$ cat config.mk
export PLATFORM = sky130hd
export DESIGN_NAME = mem_access_unit_flat
export DESIGN_NICKNAME = d
export VERILOG_FILES = /design/src/rtl/mem_access_unit_if.sv /design/src/rtl/mem_access_unit.sv /design/src/flat_wrapper.sv
export SDC_FILE = /design/constraint.sdc
export NUM_CORES = 1
export LEC_CHECK = 0
export ABC_CLOCK_PERIOD_IN_PS = 4450
export BUFFER_PORTS_ARGS = -buffer_cell sky130_fd_sc_hd__buf_2
export CORE_MARGIN = 1.5
export CORE_UTILIZATION = 51
export CTS_CLUSTER_DIAMETER = 60
export CTS_CLUSTER_SIZE = 40
export DETAILED_ROUTE_END_ITERATION = 8
export GPL_TIMING_DRIVEN = 0
export PLACE_DENSITY = 0.88
export SETUP_SLACK_MARGIN = 0.02
export SLEW_MARGIN = 25
export SYNTH_ARGS = -nofsm -noshare
export SYNTH_HDL_FRONTEND = slang
export SYNTH_SLANG_ARGS = --single-unit
$ cat constraint.sdc
create_clock -name clock -period 4.45 [get_ports clock]
set_input_delay 0.89 -clock clock [delete_from_list [all_inputs] [get_ports clock]]
set_output_delay 0.89 -clock clock [all_outputs]
set_load 0.02 [all_outputs]
$ cat src/rtl/mem_access_unit_if.sv
// Pipeline-side request/response channel of the MEM-stage load/store unit.
// The pipeline is the master; the access unit is the slave.
interface mem_access_unit_if;
  logic        req_valid;
  logic        req_ready;
  logic        req_write;
  logic [1:0]  req_size;
  logic        req_unsigned;
  logic [31:0] req_address;
  logic [31:0] req_wdata;
  logic        resp_valid;
  logic [31:0] resp_rdata;
  logic        resp_error;

  modport master (
    output req_valid, req_write, req_size, req_unsigned, req_address, req_wdata,
    input  req_ready, resp_valid, resp_rdata, resp_error
  );

  modport slave (
    input  req_valid, req_write, req_size, req_unsigned, req_address, req_wdata,
    output req_ready, resp_valid, resp_rdata, resp_error
  );
endinterface

$ cat src/rtl/mem_access_unit.sv
// MEM-stage load/store controller in front of a word-only data RAM.
// Sub-word stores are done as read-modify-write; bad requests answer with an error pulse.
module mem_access_unit #(
  parameter int MEM_WORDS  = 32,
  parameter bit BIG_ENDIAN = 1'b0
) (
  input  logic                clock,
  input  logic                reset,
  mem_access_unit_if.slave    bus,
  output logic [31:0]         mem_address,
  output logic [31:0]         mem_write_data,
  output logic                mem_write,
  output logic                mem_read,
  input  logic [31:0]         mem_read_data
);

  typedef enum logic [1:0] {IDLE, READ, WRITE, RESP} state_t;

  state_t      state;
  logic        lat_write;
  logic        lat_unsigned;
  logic [1:0]  lat_size;
  logic [1:0]  lat_lane;
  logic [31:0] lat_wdata;

  logic        accept;
  logic        req_error;
  logic [1:0]  req_lane;

  assign bus.req_ready = ~reset & ((state == IDLE) | (state == RESP));
  assign accept        = bus.req_valid & bus.req_ready;
  // Lane is stored already endian-mapped; bit 1 of it is the half lane in both modes.
  assign req_lane      = BIG_ENDIAN ? ~bus.req_address[1:0] : bus.req_address[1:0];

  always_comb begin
    req_error = 1'b0;
    case (bus.req_size)
      2'b01:   req_error = bus.req_address[0];
      2'b10:   req_error = (bus.req_address[1:0] != 2'b00);
      2'b11:   req_error = 1'b1;
      default: req_error = 1'b0;
    endcase
    if (bus.req_address[31:2] >= 30'(MEM_WORDS))
      req_error = 1'b1;
  end

  function automatic logic [31:0] load_value(input logic [31:0] word, input logic [1:0] size,
                                             input logic uns, input logic [1:0] lane);
    logic [7:0]  b;
    logic [15:0] h;
    b = word[{lane, 3'b000} +: 8];
    h = word[{lane[1], 4'b0000} +: 16];
    case (size)
      2'b00:   load_value = {{24{~uns & b[7]}}, b};
      2'b01:   load_value = {{16{~uns & h[15]}}, h};
      default: load_value = word;
    endcase
  endfunction

  function automatic logic [31:0] merge_word(input logic [31:0] word, input logic [31:0] wdata,
                                             input logic [1:0] size, input logic [1:0] lane);
    logic [31:0] m;
    m = word;
    if (size == 2'b00)
      m[{lane, 3'b000} +: 8] = wdata[7:0];
    else
      m[{lane[1], 4'b0000} +: 16] = wdata[15:0];
    return m;
  endfunction

  always_ff @(posedge clock or posedge reset) begin
    if (reset) begin
      state          <= IDLE;
      lat_write      <= 1'b0;
      lat_unsigned   <= 1'b0;
      lat_size       <= 2'b00;
      lat_lane       <= 2'b00;
      lat_wdata      <= '0;
      mem_address    <= '0;
      mem_write_data <= '0;
      mem_write      <= 1'b0;
      mem_read       <= 1'b0;
      bus.resp_valid <= 1'b0;
      bus.resp_error <= 1'b0;
      bus.resp_rdata <= '0;
    end else begin
      case (state)
        IDLE, RESP: begin
          bus.resp_valid <= 1'b0;
          bus.resp_error <= 1'b0;
          mem_read       <= 1'b0;
          mem_write      <= 1'b0;
          mem_write_data <= '0;
          state          <= IDLE;
          if (accept) begin
            lat_write    <= bus.req_write;
            lat_unsigned <= bus.req_unsigned;
            lat_size     <= bus.req_size;
            lat_lane     <= req_lane;
            lat_wdata    <= bus.req_wdata;
            if (req_error) begin
              state          <= RESP;
              bus.resp_valid <= 1'b1;
              bus.resp_error <= 1'b1;
              bus.resp_rdata <= '0;
            end else if (!bus.req_write || bus.req_size != 2'b10) begin
              state       <= READ;
              mem_read    <= 1'b1;
              mem_address <= {bus.req_address[31:2], 2'b00};
            end else begin
              state          <= WRITE;
              mem_write      <= 1'b1;
              mem_write_data <= bus.req_wdata;
              mem_address    <= {bus.req_address[31:2], 2'b00};
            end
          end
        end
        READ: begin
          mem_read <= 1'b0;
          if (!lat_write) begin
            state          <= RESP;
            bus.resp_valid <= 1'b1;
            bus.resp_error <= 1'b0;
            bus.resp_rdata <= load_value(mem_read_data, lat_size, lat_unsigned, lat_lane);
          end else begin
            state          <= WRITE;
            mem_write      <= 1'b1;
            mem_write_data <= merge_word(mem_read_data, lat_wdata, lat_size, lat_lane);
          end
        end
        WRITE: begin
          mem_write      <= 1'b0;
          mem_write_data <= '0;
          state          <= RESP;
          bus.resp_valid <= 1'b1;
          bus.resp_error <= 1'b0;
          bus.resp_rdata <= '0;
        end
        default: state <= IDLE;
      endcase
    end
  end

endmodule

$ cat src/flat_wrapper.sv
// flat-port wrapper written by rule: the top's interface ports become plain ports
module mem_access_unit_flat 
#(
  parameter int MEM_WORDS  = 32,
  parameter bit BIG_ENDIAN = 1'b0
)
  (clock, reset, mem_address, mem_write_data, mem_write, mem_read, mem_read_data, bus_req_valid, bus_req_write, bus_req_size, bus_req_unsigned, bus_req_address, bus_req_wdata, bus_req_ready, bus_resp_valid, bus_resp_rdata, bus_resp_error);
  mem_access_unit_if bus_i ();
  input  logic clock;
  input  logic reset;
  output logic [31:0] mem_address;
  output logic [31:0] mem_write_data;
  output logic mem_write;
  output logic mem_read;
  input  logic [31:0] mem_read_data;
  input wire logic [$bits(bus_i.req_valid)-1:0] bus_req_valid;
  input wire logic [$bits(bus_i.req_write)-1:0] bus_req_write;
  input wire logic [$bits(bus_i.req_size)-1:0] bus_req_size;
  input wire logic [$bits(bus_i.req_unsigned)-1:0] bus_req_unsigned;
  input wire logic [$bits(bus_i.req_address)-1:0] bus_req_address;
  input wire logic [$bits(bus_i.req_wdata)-1:0] bus_req_wdata;
  output wire logic [$bits(bus_i.req_ready)-1:0] bus_req_ready;
  output wire logic [$bits(bus_i.resp_valid)-1:0] bus_resp_valid;
  output wire logic [$bits(bus_i.resp_rdata)-1:0] bus_resp_rdata;
  output wire logic [$bits(bus_i.resp_error)-1:0] bus_resp_error;
  assign bus_i.req_valid = bus_req_valid;
  assign bus_i.req_write = bus_req_write;
  assign bus_i.req_size = bus_req_size;
  assign bus_i.req_unsigned = bus_req_unsigned;
  assign bus_i.req_address = bus_req_address;
  assign bus_i.req_wdata = bus_req_wdata;
  assign bus_req_ready = bus_i.req_ready;
  assign bus_resp_valid = bus_i.resp_valid;
  assign bus_resp_rdata = bus_i.resp_rdata;
  assign bus_resp_error = bus_i.resp_error;
  mem_access_unit #(.MEM_WORDS(MEM_WORDS), .BIG_ENDIAN(BIG_ENDIAN)) u_core (.clock(clock), .reset(reset), .bus(bus_i), .mem_address(mem_address), .mem_write_data(mem_write_data), .mem_write(mem_write), .mem_read(mem_read), .mem_read_data(mem_read_data));
endmodule
==> summary.md, run 1 <==
| Metric | Value |
|---|---|
| Run status | `complete, no violations` |
| Ports | `204` |
| Setup bufs post-CTS | `0` |
| Detailed placer's ending HPWL | `14300 µm` |
| Peak supply drop | `0.000335 V` |
| Final setup violation count | `0` |
| Largest net degree at the start of global routing | `64` |
| Clock slew at reported path FFs | `0.06 ns` |
| Detailed Route WL | `19300 µm` |
| Top_reg_cell synth | `dfrtp_1` |
| Sink Count | `122` |
| Starting Density | `0.520` |
| Final core occ | `0.676` |
| Cells after Synth | `572` |
| Worst hold-check path type | `in -> async` |
| Net Switching | `2.05 mW` |
| Sequential fraction of the synthesis area | `0.491` |
| Final ANT Viol Nets | `0` |
| Post-synthesis average cell area | `10.9 µm²` |
| Combinational power share | `0.424` |
| N_diodes | `0` |
| Placed cell count | `922` |
| Synthesis-to-finish area growth | `29.9%` |
| Via count | `5698` |
| Post-synth EDFFs | `0` |
| CP Max Fanout | `11` |
| Die ar. | `12900 µm²` |
| Clk_lat worst skew | `0.43 ns` |
| Cts bufs inserted | `17` |
| Worst slew pin tran | `0.723 ns` |
| Worst setup EP type | `flip-flop` |
| CTS Buffer Depth | `2` |
| Number of max-slew violations in the final report | `0` |
| Clock network power share | `0.275` |
| Most common cell in the netlist | `dfrtp_1` |
| CTS tree | `done` |
| Die Y | `113 µm` |
| Vias/cell | `5.97` |
| Final hold violations | `0` |
| Tmin final | `2.86 ns` |
| Cell area power density | `656 nW/µm²` |
| CTS root buf | `clkbuf_16` |
| Remaining DRCs | `0` |
| Final #Nets | `905` |
| IO Port Bufs | `201` |
| FF+latch count, synth | `122` |
| Crit share post-route | `0.644` |
| Mapped cell area | `6220 µm²` |
| Vias in the first global route | `5509` |
| Crit-path cells | `buf_2, clkinv_1, ha_1, and4b_1, clkbuf_1, a221oi_1, a211oi_1, a21oi_1, o21ai_0` |
| Final Non-Filler Cells | `954` |
| Relative slew slack | `0.517` |
| Largest delay share family, worst path | `buffers and inverters` |
| Core box area | `12000 µm²` |
| Top-area cell type share of the netlist area | `0.491` |
| Nature of the critical path startpoint | `flip-flop` |
| Max Clock Freq | `0.349 GHz` |
| Crit path kind | `reg -> reg` |
| CP bufs+invs | `3` |
| Top post-synthesis cells by count | `dfrtp_1, nand2_1, a21oi_1` |
| DR WL/cell | `20.3 µm` |
| Int Power | `3.25 mW` |
| Critical Path RT | `4.80 ns` |
| Async SR Flop Fraction | `1.00` |
| Ratio of cells with drive above 1 in the final layout | `0.385` |
| Hold_buf cts | `0` |
| CTS H-tree lvls | `4` |
| Max-cap violations | `0` |
| Core Rows | `40` |
| Placer Congestion | `0.979` |
| Antenna violations before repair | `0` |
| Arrival @ worst endpoint | `3.21 ns` |
| Max stage delay on crit path | `0.51 ns` |
| Syn. warnings | `0` |
| Fin Clk Skew | `0.00684 ns` |
| Net switching fraction of the power | `0.387` |
| Synth unique cells | `55` |
| Area leader, netlist | `dfrtp_1` |
| Post-CTS sizing | `0` |
| Initial drt markers | `677` |
| RSZ-0062 raised after global routing | `false` |
| Placed inst area | `7450 µm²` |
| Final instance area | `8080 µm²` |
| Die width | `113 µm` |
| Drt first pass iters | `8` |
| Filler cells | `915` |
| Sequential share of power | `0.301` |
| Pleak | `4.30 nW` |
| First-pass GRT wire length | `29700 µm` |
| Ranking of synthesized cells by area | `dfrtp_1, mux2_4, nand2_1, nor2b_1, a21oi_1` |
| GRT Util Overall | `0.309` |
| Critical Path Slowest Stage Cell | `ha_1` |
| Total grt overflow | `0` |
==> cells by family (layout without fill, tap and decap cells) <==
| family | count (synthesis) | after routing | synth area share |
|---|---|---|---|
| AND/OR/NAND/NOR | 155 | 155 | 0.122 |
| flip-flops | 122 | 122 | 0.491 |
| multiplexers | 56 | 56 | 0.128 |
| buffers and inverters | 71 | 305 | 0.0585 |
| other | 1 | 2 | 0.000603 |
| adder cells (fa/ha/maj) | 8 | 8 | 0.0161 |
| AO/OA/AOI/OAI | 159 | 159 | 0.184 |
==> worst register-to-register path: cells and delay by family (launching register included) <==
family | cells | cell delay (ns)
AOI/OAI and AO/OA | 4 | 0.63
adders and majority gates | 1 | 0.51
buffers and inverters | 3 | 0.94
DFF | 1 | 0.49
and+or+nand+nor | 1 | 0.22
==> routing by layer <==
metal | vias up | routed length (µm) | global-route usage
met1 | 2720 | 7440 | 0.400
li1 | 2554 | - | -
met4 | 0 | 582 | 0.118
met2 | 374 | 9240 | 0.493
met5 | - | 0 | 0
met3 | 50 | 2080 | 0.0946
==> power by group through the flow <==
stage	clock (mW)	combinational, mW	sequential, mW
final	1.46	2.25	1.60
after global placement	0	2.17	1.59
after global routing	1.52	2.42	1.62
after floorplan	0	1.44	1.74
after detailed placement	0	2.21	1.60
after CTS	1.47	2.23	1.59
==> path summary, 6_finish.rpt <==
check	from	end	slack, ns	depth (start not counted)
max	u_core.lat_lane[1]	u_core.mem_write_data[12]	1.59	9
min	reset	u_core.mem_write_data[7]	0.48	2
max reg2reg	u_core.lat_lane[1]	u_core.mem_write_data[12]	1.59	9
min reg2reg	u_core.mem_write	u_core.mem_write	0.49	1
max in group asynchronous	reset	u_core.bus.resp_rdata[9]	3.34	3
min in group clock	u_core.mem_write	u_core.mem_write	0.49	1
==> cell type report <==
| type | instances | area, µm² | area share |
|---|---|---|---|
| Timing Repair Buffer | 202 | 1030 | 0.128 |
| Buffer | 38 | 240 | 0.0297 |
| Clock inverter | 10 | 139 | 0.0172 |
| Clock buffer | 22 | 494 | 0.0612 |
| Sequential cell | 122 | 3050 | 0.378 |
| Tap cell | 147 | 184 | 0.0228 |
| Inverter | 33 | 131 | 0.0163 |
| Multi-Input combinational cell | 380 | 2810 | 0.347 |
==> metrics by stage <==
step | setup slack (ns) | setup TNS (ns) | total power, mW | hold WS, ns
global placement | -0.998 | -120.45 | 3.76 | 0.467
global route | 1.40 | 0 | 5.56 | 0.506
CTS | 1.65 | 0 | 5.29 | 0.492
detailed placement | 1.42 | 0 | 3.81 | 0.478
floorplan | 0.317 | 0 | 3.19 | 0.460
finish | 1.59 | 0 | 5.30 | 0.478
==> placed cells by master, fill, tap and decap left out, types with 2 or more instances in the layout <==
master,instances
nand2_1,63
conb_1,2
mux2_2,8
o21a_1,2
ha_1,8
clkbuf_8,6
nor2_1,26
nand3_1,10
clkbuf_1,15
o22ai_1,7
clkinvlp_4,4
a22o_1,7
clkinv_2,2
a221o_1,8
mux2_4,28
mux4_2,7
o221ai_1,9
a222oi_1,16
a211oi_2,3
a221oi_1,8
clkbuf_16,17
nor4_1,8
a211oi_1,15
buf_6,6
bufinv_16,3
nor3_1,7
nor2b_1,28
buf_2,211
inv_1,30
o21ai_0,29
dfrtp_1,122
a21oi_1,34
buf_4,4
a22oi_1,14
mux2i_1,13
==> sequential cells by signal (all words and copies together), names as in the netlist <==
register,flops
u_core.bus.resp_rdata,32
u_core.mem_write_data,32
u_core.mem_address,30
u_core.lat_wdata,16
u_core.lat_lane,2
u_core.lat_size,2
u_core.state,2
u_core.bus.resp_error,1
u_core.bus.resp_valid,1
u_core.lat_unsigned,1
u_core.lat_write,1
u_core.mem_read,1
u_core.mem_write,1
Power figures use the tool's default switching activity.
==> run 2: changes to the inputs <==
--- a/config.mk
+++ b/config.mk
@@ -5,7 +5,7 @@
 export SDC_FILE = /design/constraint.sdc
 export NUM_CORES = 1
 export LEC_CHECK = 0
-export ABC_CLOCK_PERIOD_IN_PS = 4450
+export ABC_CLOCK_PERIOD_IN_PS = 2900
 export BUFFER_PORTS_ARGS = -buffer_cell sky130_fd_sc_hd__buf_2
 export CORE_MARGIN = 1.5
 export CORE_UTILIZATION = 51
==> constraint.sdc (replaced) <==
create_clock -name clock -period 2.9 [get_ports clock]
set_input_delay 0.58 -clock clock [delete_from_list [all_inputs] [get_ports clock]]
set_output_delay 0.58 -clock clock [all_outputs]
set_load 0.02 [all_outputs]
==> run 2 against run 1 <==
Compared with the run above:
- utilization up 0.16 points
- sequential power up 53%
- via count up 0.42%
- critical path depth down 2
- die area unchanged
- critical path type unchanged
- critical endpoint is now u_core.mem_write_data[30]
- largest cell class unchanged
- largest power group unchanged
==> summary.md, run 2 (synthesis gave the netlist of run 1 again) <==
| Metric | Value |
|---|---|
| CTS root buf | `clkbuf_16 (unchanged)` |
| Most frequent cells in the layout | `buf_2, dfrtp_1, nand2_1 (unchanged)` |
| Vias/cell | `5.99 (was 5.97)` |
| Critical Path Source | `u_core.lat_lane[1] (unchanged)` |
| FF-to-FF Start | `u_core.lat_lane[1] (unchanged)` |
| Worst setup EP type | `flip-flop (unchanged)` |
| Remaining DRCs | `0 (unchanged)` |
| Ratio of cells with drive above 1 in the final layout | `0.389 (was 0.385)` |
| N_diodes | `0 (unchanged)` |
| Max-cap violations | `0 (unchanged)` |
| IO Port Bufs | `201 (unchanged)` |
| CP Max Fanout | `11 (unchanged)` |
| Detailed placer's ending HPWL | `14700 µm (was 14300 µm)` |
| Synthesis-to-finish area growth | `30.2% (was 29.9%)` |
| Core Rows | `40 (unchanged)` |
| Largest net degree at the start of global routing | `34 (was 64)` |
| Critical Path RT | `3.26 ns (was 4.80 ns)` |
| Number of max-slew violations in the final report | `0 (unchanged)` |
| RSZ-0062 raised after global routing | `false (unchanged)` |
| Clock slew at reported path FFs | `0.06 ns (about the same)` |
| Worst slew pin tran | `0.746 ns (was 0.723 ns)` |
| Place WS | `0.116 ns (was 1.42 ns)` |
| Tmin final | `2.69 ns (was 2.86 ns)` |
| Setup bufs post-CTS | `0 (unchanged)` |
| Arrival @ worst endpoint | `3.06 ns (was 3.21 ns)` |
| Drt first pass iters | `7 (was 8)` |
| Detailed Route WL | `19600 µm (was 19300 µm)` |
| Cell area power density | `998 nW/µm² (was 656 nW/µm²)` |
| Filler cells | `932 (was 915)` |
| Crit share post-route | `0.929 (was 0.644)` |
| Relative slew slack | `0.503 (was 0.517)` |
| CTS tree | `done (unchanged)` |
| Setup TNS | `0 ns (unchanged)` |
| Placer Congestion | `0.991 (was 0.979)` |
| CTS H-tree lvls | `4 (unchanged)` |
| CTS Buffer Depth | `2 (unchanged)` |
| Die Y | `113 µm (unchanged)` |
| Final setup violation count | `0 (unchanged)` |
| Ports | `204 (unchanged)` |
| Vias in the first global route | `5699 (was 5509)` |
| Max Clock Freq | `0.371 GHz (was 0.349 GHz)` |
| Registers with the most flip-flops | `u_core.bus.resp_rdata (32), u_core.mem_write_data (32), u_core.mem_address (30) (unchanged)` |
| Nature of the critical path startpoint | `flip-flop (unchanged)` |
| DR WL/cell | `20.5 µm (was 20.3 µm)` |
| Post-CTS sizing | `0 (unchanged)` |
| Cts bufs inserted | `17 (unchanged)` |
| Fin Clk Skew | `0.00620 ns (was 0.00684 ns)` |
| Placed inst area | `7500 µm² (was 7450 µm²)` |
| Die ar. | `12900 µm² (unchanged)` |
| Peak supply drop | `0.000443 V (was 0.000335 V)` |
| First-pass GRT wire length | `30500 µm (was 29700 µm)` |
| Final #Nets | `907 (was 905)` |
| Final ANT Viol Nets | `0 (unchanged)` |
| Hold_buf cts | `0 (unchanged)` |
| Most common cell after layout, fill and taps aside | `buf_2 (unchanged)` |
| Crit path kind | `reg -> reg (unchanged)` |
| Antenna violations before repair | `1 (was 0)` |
| Setup ws final | `0.207 ns (was 1.59 ns)` |
| Via count | `5722 (was 5698)` |
| Core box area | `12000 µm² (unchanged)` |
| Reg-to-reg slack, setup | `0.21 ns (was 1.59 ns)` |
| Sink Count | `122 (unchanged)` |
| Initial drt markers | `531 (was 677)` |
| Worst hold-check path type | `in -> async (unchanged)` |
| Pleak | `4.30 nW (about the same)` |
| Starting Density | `0.520 (unchanged)` |
| Clk_lat worst skew | `0.42 ns (was 0.43 ns)` |
| Die width | `113 µm (unchanged)` |
| Run status | `complete, no violations (unchanged)` |
| Final instance area | `8100 µm² (was 8080 µm²)` |
| Total grt overflow | `0 (unchanged)` |
| Final core occ | `0.677 (was 0.676)` |
| Final hold violations | `0 (unchanged)` |
| GRT Util Overall | `0.317 (was 0.309)` |
## run 2: cell types whose count changed in the layout (fill, tap and decap cells not counted), moves of 3 or more
cell / before / now
buf_12: 0 / 4
clkinvlp_4: 4 / 7
clkbuf_8: 6 / 1
clkinv_4: 1 / 4
## run 2: metrics by stage
step / power (mW) / cells / hold slack, ns
final: 8.08 / 956 / 0.109
after global routing: 8.46 / 956 / 0.103
after CTS: 8.05 / 957 / 0.0939
after detailed placement: 5.86 / 925 / 0.482
after global placement: 5.75 / 921 / 0.469
after floorplan: 4.89 / 573 / 0.460
## run 2: worst max-delay path: stages, from the launching register on
cell and delay [ns]:
dfrtp_1 0.50, buf_2 0.32, clkinvlp_4 0.30, ha_1 0.43, nor4_4 0.55, a222oi_1 0.18
nor2_1 0.22, a221o_1 0.14
## run 2: final cells by class
class,count,area (µm²),share of cell area
sequential,122,3050,0.377
multi-input combinational,380,2810,0.346
timing repair buffer,205,1090,0.134
clock buffer,17,425,0.0525
buffer,37,236,0.0292
tap,147,184,0.0227
clock inverter,15,178,0.0219
inverter,33,131,0.0162
## run 2: final timing paths
path,to,depth (start not counted)
max,u_core.mem_write_data[30],7
min,u_core.mem_write,2
max reg2reg,u_core.mem_write_data[30],7
min reg2reg,u_core.mem_address[24],1
max in group asynchronous,u_core.bus.resp_rdata[5],4
min in group clock,u_core.lat_unsigned,3
## run 2: per-layer routing
metal | global-route usage | part of all wire | vias up
met4 | 0.188 | 0.050 | 0
met1 | 0.397 | 0.39 | 2706
met2 | 0.486 | 0.46 | 375
met3 | 0.0994 | 0.11 | 87
met5 | 0 | 0 | -
li1 | - | - | 2554
## run 2: report_power, final
group	internal [mW]	switching, mW	leakage (nW)
clock network	1.35	0.812	0.281
logic	1.42	2.05	2.36
registers	2.11	0.342	1.65
==> run 3: changes to the inputs <==
==> constraint.sdc (replaced) <==
create_clock -name clock -period 2.9 [get_ports clock]
set_input_delay 0.435 -clock clock [delete_from_list [all_inputs] [get_ports clock]]
set_output_delay 0.435 -clock clock [all_outputs]
set_load 0.02 [all_outputs]
==> run 3 against run 2 <==
Compared with the run above:
- final cell count grew 0.10%
- fmax shrank 0.94%
- flip-flop and latch count is the same
- die area is the same
- setup slack lost 0.026 ns
- critical path type unchanged
- largest power group unchanged
==> summary.md, run 3 (synthesis gave the netlist of run 1 again) <==
| Metric | Value |
|---|---|
| Filler cells | `932 (unchanged)` |
| Arrival @ worst endpoint | `3.09 ns (was 3.06 ns)` |
| DR WL/cell | `20.6 µm (was 20.5 µm)` |
| Starting Density | `0.520 (unchanged)` |
| FF-to-FF Start | `u_core.lat_lane[1] (unchanged)` |
| Sequential share of power | `0.303 (about the same)` |
| Ports | `204 (unchanged)` |
| Initial drt markers | `600 (was 531)` |
| Number of max-slew violations in the final report | `0 (unchanged)` |
| Antenna violations before repair | `1 (unchanged)` |
| CP bufs+invs | `2 (unchanged)` |
| Most common cell after layout, fill and taps aside | `buf_2 (unchanged)` |
| Registers with the most flip-flops | `u_core.bus.resp_rdata (32), u_core.mem_write_data (32), u_core.mem_address (30) (unchanged)` |
| Drt first pass iters | `7 (unchanged)` |
| Final hold violations | `0 (unchanged)` |
| Setup TNS | `0 ns (unchanged)` |
| Core box area | `12000 µm² (unchanged)` |
| Max Clock Freq | `0.368 GHz (was 0.371 GHz)` |
| Sequential Area | `3050 µm² (unchanged)` |
| Final setup violation count | `0 (unchanged)` |
| Core Rows | `40 (unchanged)` |
| Multi-input gate area | `2810 µm² (unchanged)` |
| Max-cap violations | `0 (unchanged)` |
| Int Power | `4.88 mW (about the same)` |
| Worst Hold Path Cells | `3` |
| Nature of the critical path startpoint | `flip-flop (unchanged)` |
| CTS tree | `done (unchanged)` |
| First-pass GRT wire length | `30500 µm (about the same)` |
| Pleak | `4.30 nW (about the same)` |
| Crit share post-route | `0.937 (was 0.929)` |
| Worst slew pin tran | `0.711 ns (was 0.746 ns)` |
| Total grt overflow | `0 (unchanged)` |
| Path depth of the worst reg2reg path | `7 (unchanged)` |
| Worst Hold Path EP | `u_core.lat_unsigned` |
| Ratio of cells with drive above 1 in the final layout | `0.389 (about the same)` |
| Run status | `complete, no violations (unchanged)` |
| GRT Util Overall | `0.317 (about the same)` |
| Critical Path Source | `u_core.lat_lane[1] (unchanged)` |
| Vias in the first global route | `5706 (was 5699)` |
| Die ar. | `12900 µm² (unchanged)` |
| CTS root buf | `clkbuf_16 (unchanged)` |
| Clk_lat worst skew | `0.43 ns (was 0.42 ns)` |
| Tmin final | `2.72 ns (was 2.69 ns)` |
| Net Switching | `3.20 mW (about the same)` |
| Worst R2R End | `u_core.mem_write_data[30] (unchanged)` |
| Final ANT Viol Nets | `0 (unchanged)` |
| Min-delay src | `bus_req_unsigned` |
| Worst setup EP type | `flip-flop (unchanged)` |
| Largest delay share family, worst path | `simple AND/OR/NAND/NOR gates (unchanged)` |
| Critical Path RT | `3.27 ns (was 3.26 ns)` |
| Final #Nets | `908 (was 907)` |
| CTS H-tree lvls | `4 (unchanged)` |
| RSZ-0062 raised after global routing | `false (unchanged)` |
| Reg-to-reg slack, setup | `0.18 ns (was 0.21 ns)` |
| Relative slew slack | `0.525 (was 0.503)` |
| Critical Path Slowest Stage Cell | `nor4_4 (unchanged)` |
| Vias/cell | `6.04 (was 5.99)` |
| Crit-path cells | `buf_2, clkinvlp_4, ha_1, nor4_4, a222oi_1, nor2_1, a221o_1 (unchanged)` |
| Cell area power density | `997 nW/µm² (was 998 nW/µm²)` |
| CP Max Fanout | `11 (unchanged)` |
| N_diodes | `0 (unchanged)` |
| Synthesis-to-finish area growth | `30.4% (was 30.2%)` |
| Most frequent cells in the layout | `buf_2, dfrtp_1, nand2_1 (unchanged)` |
| Detailed placer's ending HPWL | `14700 µm (unchanged)` |
| Setup bufs post-CTS | `0 (unchanged)` |
| Largest net degree at the start of global routing | `34 (unchanged)` |
| Sink Count | `122 (unchanged)` |
| WP depth | `7 (unchanged)` |
| Clock network power share | `0.268 (was 0.267)` |
| Final Power | `8.08 mW (about the same)` |
| Detailed Route WL | `19700 µm (was 19600 µm)` |
| Fin Clk Skew | `0.00515 ns (was 0.00620 ns)` |
| Via count | `5780 (was 5722)` |
| Die width | `113 µm (unchanged)` |
| Crit path kind | `reg -> reg (unchanged)` |
| Net switching fraction of the power | `0.396 (about the same)` |
| Peak supply drop | `0.000446 V (was 0.000443 V)` |
| Combinational power share | `0.429 (about the same)` |
| Worst hold-check path type | `in -> reg (was in -> async)` |
| Remaining DRCs | `0 (unchanged)` |
| IO Port Bufs | `201 (unchanged)` |
| CTS Buffer Depth | `2 (unchanged)` |
| Clock slew at reported path FFs | `0.06 ns (about the same)` |
| Max stage delay on crit path | `0.55 ns (about the same)` |
| Cts bufs inserted | `17 (unchanged)` |
| Placer Congestion | `0.991 (unchanged)` |
| Die Y | `113 µm (unchanged)` |
## run 3: cell count changes in the layout (fill, tap and decap cells not counted), sizes merged
cell,change
dlygate4sd3,+1
## run 3: how the worst max path moves through the flow
stage | endpoint | slack [ns]
floorplan | u_core.bus.resp_rdata[10] | 0.63
global placement | u_core.bus.resp_rdata[10] | 0.21
detailed placement | u_core.mem_write_data[15] | 0.12
CTS | u_core.mem_write_data[15] | 0.11
global route | u_core.mem_write_data[15] | 0.09
finish | u_core.mem_write_data[30] | 0.18
## run 3: final cells by class
type / count / area share
tap: 147 / 0.0227
timing repair buffer: 206 / 0.135
sequential: 122 / 0.376
multi-input combinational: 380 / 0.346
inverter: 33 / 0.0162
clock inverter: 15 / 0.0219
clock buffer: 17 / 0.0525
buffer: 37 / 0.0292
## run 3: routing by layer
layer | share of wire | track usage | routed length (µm) | vias up
li1 | - | - | - | 2554
met1 | 0.38 | 0.396 | 7510 | 2756
met2 | 0.46 | 0.488 | 9130 | 386
met3 | 0.11 | 0.0994 | 2100 | 84
met4 | 0.047 | 0.188 | 933 | 0
met5 | 0 | 0 | 0 | -
## run 3: repair_timing
| action | 4_1_cts | 5_1_grt |
|---|---|---|
| endpoints found under the hold margin | 7 | 0 |
| endpoints found under the setup margin | 0 | 10 |
| gates resized for setup | 0 | 1 |
| hold buffers | 1 | 0 |
## run 3: tightest hold or removal path: stages
cell,delay (ns)
buf_2,0.09
nand2_1,0.04
nand2_1,0.05
## run 3: power by group through the flow
| stage | combinational (mW) | clock [mW] | sequential, mW |
|---|---|---|---|
| after CTS | 3.43 | 2.18 | 2.44 |
| after global routing | 3.71 | 2.26 | 2.49 |
| after floorplan | 2.22 | 0 | 2.67 |
| after global placement | 3.31 | 0 | 2.44 |
| final | 3.47 | 2.17 | 2.45 |
| after detailed placement | 3.41 | 0 | 2.46 |
## run 3: stage by stage
| stage | hold WS, ns | utilization | instance area [µm²] | worst slack [ns] | std cells |
|---|---|---|---|---|---|
| after floorplan | 0.460 | - | 6230 | 0.628 | 573 |
| after global placement | 0.469 | 0.620 | 7420 | 0.210 | 921 |
| after detailed placement | 0.404 | 0.627 | 7500 | 0.116 | 925 |
| after CTS | 0.203 | 0.678 | 8110 | 0.107 | 958 |
| after global routing | 0.224 | 0.678 | 8110 | 0.0914 | 957 |
| final | 0.222 | 0.678 | 8110 | 0.182 | 957 |
